File: src/rtl/reg_share_arbiter.sv
// Two-requester arbiter that owns a shared WIDTH-bit register, with a round-robin
// preference, lock-based ownership and an optional lock timeout (ARB_LOCK_TIMEOUT_EN).
module reg_share_arbiter #(
   parameter int WIDTH   = 32,
   parameter int TIMEOUT = 16
) (
   input  logic             clk,
   input  logic             reset,
   input  logic             req0,
   input  logic             req1,
   input  logic             we0,
   input  logic             we1,
   input  logic             lock0,
   input  logic             lock1,
   input  logic [WIDTH-1:0] wdata0,
   input  logic [WIDTH-1:0] wdata1,
   output logic             gnt0,
   output logic             gnt1,
   output logic             ack0,
   output logic             ack1,
   output logic [WIDTH-1:0] q,
   output logic [WIDTH-1:0] q1,
   output logic             busy
);

   localparam logic [1:0] IDLE = 2'd0;
   localparam logic [1:0] OWN0 = 2'd1;
   localparam logic [1:0] OWN1 = 2'd2;

   logic [1:0]       state_q, state_d;
   logic             ptr_q, ptr_d;
   logic [WIDTH-1:0] data_q, data_d;
   logic             ack0_q, ack0_d;
   logic             ack1_q, ack1_d;
   logic             hold0, hold1;

`ifdef ARB_LOCK_TIMEOUT_EN
   localparam int CW = $clog2(TIMEOUT + 1);
   logic [CW-1:0] cnt_q, cnt_d;
   logic          timeout_hit;
   logic          xact;

   // The current edge performs the TIMEOUT-th transaction of this ownership.
   assign timeout_hit = (cnt_q >= CW'(TIMEOUT - 1));
   assign hold0 = lock0 && !(timeout_hit && req1);
   assign hold1 = lock1 && !(timeout_hit && req0);
   assign xact  = ((state_q == OWN0) && req0) || ((state_q == OWN1) && req1);

   always_comb begin
      cnt_d = cnt_q;
      if (state_d != state_q) begin
         cnt_d = '0;
      end else if (xact && (cnt_q != CW'(TIMEOUT))) begin
         cnt_d = cnt_q + CW'(1);
      end
   end

   always_ff @(posedge clk) begin
      if (!reset) begin
         cnt_q <= '0;
      end else begin
         cnt_q <= cnt_d;
      end
   end
`else
   assign hold0 = lock0;
   assign hold1 = lock1;
`endif

   always_comb begin
      state_d = state_q;
      ptr_d   = ptr_q;
      data_d  = data_q;
      ack0_d  = 1'b0;
      ack1_d  = 1'b0;
      case (state_q)
         IDLE: begin
            if (req0 && (!req1 || !ptr_q)) begin
               state_d = OWN0;
            end else if (req1) begin
               state_d = OWN1;
            end
         end
         OWN0: begin
            if (req0) begin
               ack0_d = 1'b1;
               if (we0) begin
                  data_d = wdata0;
               end
            end
            if (!req0 || !hold0) begin
               state_d = req1 ? OWN1 : IDLE;
               ptr_d   = 1'b1;
            end
         end
         OWN1: begin
            if (req1) begin
               ack1_d = 1'b1;
               if (we1) begin
                  data_d = wdata1;
               end
            end
            if (!req1 || !hold1) begin
               state_d = req0 ? OWN0 : IDLE;
               ptr_d   = 1'b0;
            end
         end
         default: state_d = IDLE;
      endcase
   end

   // Reset wins over any in-flight write or acknowledge.
   always_ff @(posedge clk) begin
      if (!reset) begin
         state_q <= IDLE;
         ptr_q   <= 1'b0;
         data_q  <= '0;
         ack0_q  <= 1'b0;
         ack1_q  <= 1'b0;
      end else begin
         state_q <= state_d;
         ptr_q   <= ptr_d;
         data_q  <= data_d;
         ack0_q  <= ack0_d;
         ack1_q  <= ack1_d;
      end
   end

   assign gnt0 = (state_q == OWN0);
   assign gnt1 = (state_q == OWN1);
   assign busy = (state_q != IDLE);
   assign ack0 = ack0_q;
   assign ack1 = ack1_q;
   assign q    = data_q;
   assign q1   = ~data_q;

endmodule
File: config.mk
export PLATFORM = sky130hd
export DESIGN_NAME = reg_share_arbiter
export DESIGN_NICKNAME = d
export VERILOG_FILES = /design/src/rtl/reg_share_arbiter.sv
export SDC_FILE = /design/constraint.sdc
export NUM_CORES = 1
export LEC_CHECK = 0
export CAP_MARGIN = 20
export CELL_PAD_IN_SITES_DETAIL_PLACEMENT = 2
export CELL_PAD_IN_SITES_GLOBAL_PLACEMENT = 2
export CORE_MARGIN = 2
export CORE_UTILIZATION = 17
export DETAILED_ROUTE_END_ITERATION = 8
export GPL_TIMING_DRIVEN = 0
export PLACE_DENSITY = 0.74
export SYNTH_ARGS = -nofsm -noshare
export SYNTH_HDL_FRONTEND = slang
export SYNTH_SLANG_ARGS = --single-unit
File: constraint.sdc
create_clock -name clk -period 1.5 [get_ports clk]
set_clock_uncertainty 0.05 [all_clocks]
set_input_delay 0.3 -clock clk [delete_from_list [all_inputs] [get_ports clk]]
set_output_delay 0.3 -clock clk [all_outputs]
set_load 0.005 [all_outputs]
==> flow_summary.ini <==
[clocking]
cts_tree = built
clkSlewWorstSetupHoldPaths_ps = 60
cts_buffers = 5
cts_root_buffer = clkbuf_16
clock_latency_ps = 270
cts.htree.levels = 2
cts_hold_buf = 0
cts.sinks = 37
cts_buffer_depth = 2

[placement]
hpwlAfterDp_um = 6540
gp_congestion = 0.658
io_buffers = 139

[power_and_ir_drop]
powerDensity_nw_per_um2 = 1100
leakage_nw = 2.10
ir_drop_mv = 0.407

[logic_synthesis]
synthAdderAreaFrac = 0.0408
seq_area_frac_synth = 0.345
synth_area_um2 = 2150
yosys-mux-area-fraction = 0.326
synthCells = 246
yosysUniqueCellTypes = 20
ys_ff_latch = 37
ys_warn_count = 0
synth_edf_count = 0
synth_xor_xnor_area_share = 0
synth_top_family_by_area = multiplexers
synth-main-ff-cell = dfxtp_1
synthSimpleGateAreaFrac = 0.136
syn_avg_cell_area_um2 = 8.73
synth_fp_nets = 325
synth-compound-area-share = 0.0437
async_flop_share = 0

[sta]
fin_setup_tns_ps = -4100
max_slew_margin = 0.632
rsz0062_at_grt = yes
finalCriticalPeriod_ps = 1660
setup_violations = 34
worst_slack_ps = -157
slew_violations = 0
tightest_slew_ps = 552
finalHoldViolCount = 0
hold-worst-slack_ps = 362
clock.fmax_mhz = 604
fin_crit_sh = 1.10

[routing]
drc = 0
ant_nets = 0
drtPass1Iterations = 4
drt_iter0_markers = 46
vias = 2310
vias_per_cell = 3.96
wl_per_cell_um = 15.1
wl_um = 8780

[critical_path]
slowest_delay_ps = 380
critPathKind = register to register
cp_slowest_cell = dfxtp_4
worst_ep_arrival_time_ps = 1770
cp_max_fo = 5
cp_common_cell = buf_6
end_kind = register
critPathRequiredTime_ps = 1610
crit_chain = inv_4 -> ha_4 -> buf_6 -> a21bo_4 -> o2111ai_4 -> buf_6 -> clkbuf_16 -> mux2i_1
start_kind = register

[status]
violations = setup timing
status = complete, but fails checks

[floorplanning]
io_pins = 141
start_util = 0.172
core_area_um2 = 12500
row_count = 41
die_area_um2 = 13500
fp.dieW_um = 116
die_h_um = 116

[layout]
n_antenna_cell = 0
final_nets = 489
syn_to_final_growth_pct = 97.3
final_common_cell = clkdlybuf4s50_1
drive_gt1_frac = 0.253
layout_common_cells = clkdlybuf4s50_1, nand2_1, inv_1
fill_cells = 1397

[global_route]
grt_first_pass_wirelength_um = 13400
grt_pass1_vias = 2569
grt_overflow = 0
grt_max_degree = 11
antenna_found_initial = 0
grt_use_total = 0.127

[run]
maxCapViolCount = 0

[min_path]
hp-class = input pin to register
per-layer routing:
layer,track usage,part of all wire
met5,0,0
met4,0.0286,0.0065
met3,0.0296,0.066
met2,0.241,0.51
met1,0.142,0.42
through the flow:
stage | cells | power (W) | util | setup WS, ps | cell area (um^2)
after floorplan | 246 | 0.00228 | - | 1.71 | 2170
after global placement | 557 | 0.00337 | 0.303 | -291 | 3780
after detailed placement | 557 | 0.00344 | 0.303 | -358 | 3780
after CTS | 580 | 0.00480 | 0.330 | -196 | 4120
after global routing | 583 | 0.00500 | 0.340 | -257 | 4240
final | 583 | 0.00466 | 0.340 | -157 | 4240
cells by family after synthesis:
kind of cell | Yosys count
buffers and inverters | 54
muxes | 66
AOI/OAI and AO/OA | 8
and+or+nand+nor | 74
DFF | 37
adders and majority gates | 7
registers in the layout (all words and copies together) (netlist names):
signal   flops
q           32
state_q      2
ack0         1
ack1         1
ptr_q        1
synth_stat cells, drive strengths merged (2+ instances only):
| master | count | area share |
|---|---|---|
| nand2b | 2 | 0.0058 |
| mux2i | 34 | 0.16 |
| buf | 9 | 0.030 |
| mux2 | 32 | 0.17 |
| nand2 | 67 | 0.12 |
| nand3 | 3 | 0.0070 |
| o2111ai | 2 | 0.016 |
| ha | 7 | 0.041 |
| inv | 39 | 0.068 |
| clkbuf | 6 | 0.010 |
| and3 | 2 | 0.0058 |
| dfxtp | 37 | 0.34 |
cell type report:
type | count | area, um^2 | share of cell area
sequential | 37 | 781 | 0.184
inverter | 39 | 149 | 0.0352
tap | 172 | 215 | 0.0508
multi-input combinational | 155 | 1220 | 0.289
timing repair buffer | 159 | 1630 | 0.385
buffer | 13 | 101 | 0.0239
clock buffer | 8 | 136 | 0.0322
path summary, 6_finish.rpt:
kind | slack, ps | end | startpoint | cells after the start
max | -160 | q[18] | state_q[0] | 8
min | 360 | ptr_q | reset | 3
max reg2reg | -160 | q[18] | state_q[0] | 8
min reg2reg | 420 | q[3] | q[3] | 2
timing repair:
item,in CTS,in global routing
pin swaps,3,1
setup buffers,13,5
gates cloned,2,1
setup endpoints to repair,102,67
gates resized for setup,82,37
where the power goes:
part | internal [W] | switching [W]
combinational | 0.00141 | 0.000850
sequential | 0.00122 | 0.000165
clock | 0.000619 | 0.000399
total | 0.00324 | 0.00141
critical path, delay by kind of cell (launching register included):
family | cells | cell delay (ps)
muxes | 1 | 110
adders and majority gates | 1 | 150
DFF | 1 | 380
AOI/OAI and AO/OA | 2 | 330
buffers and inverters | 4 | 520
(Power assumes the default switching activity.)
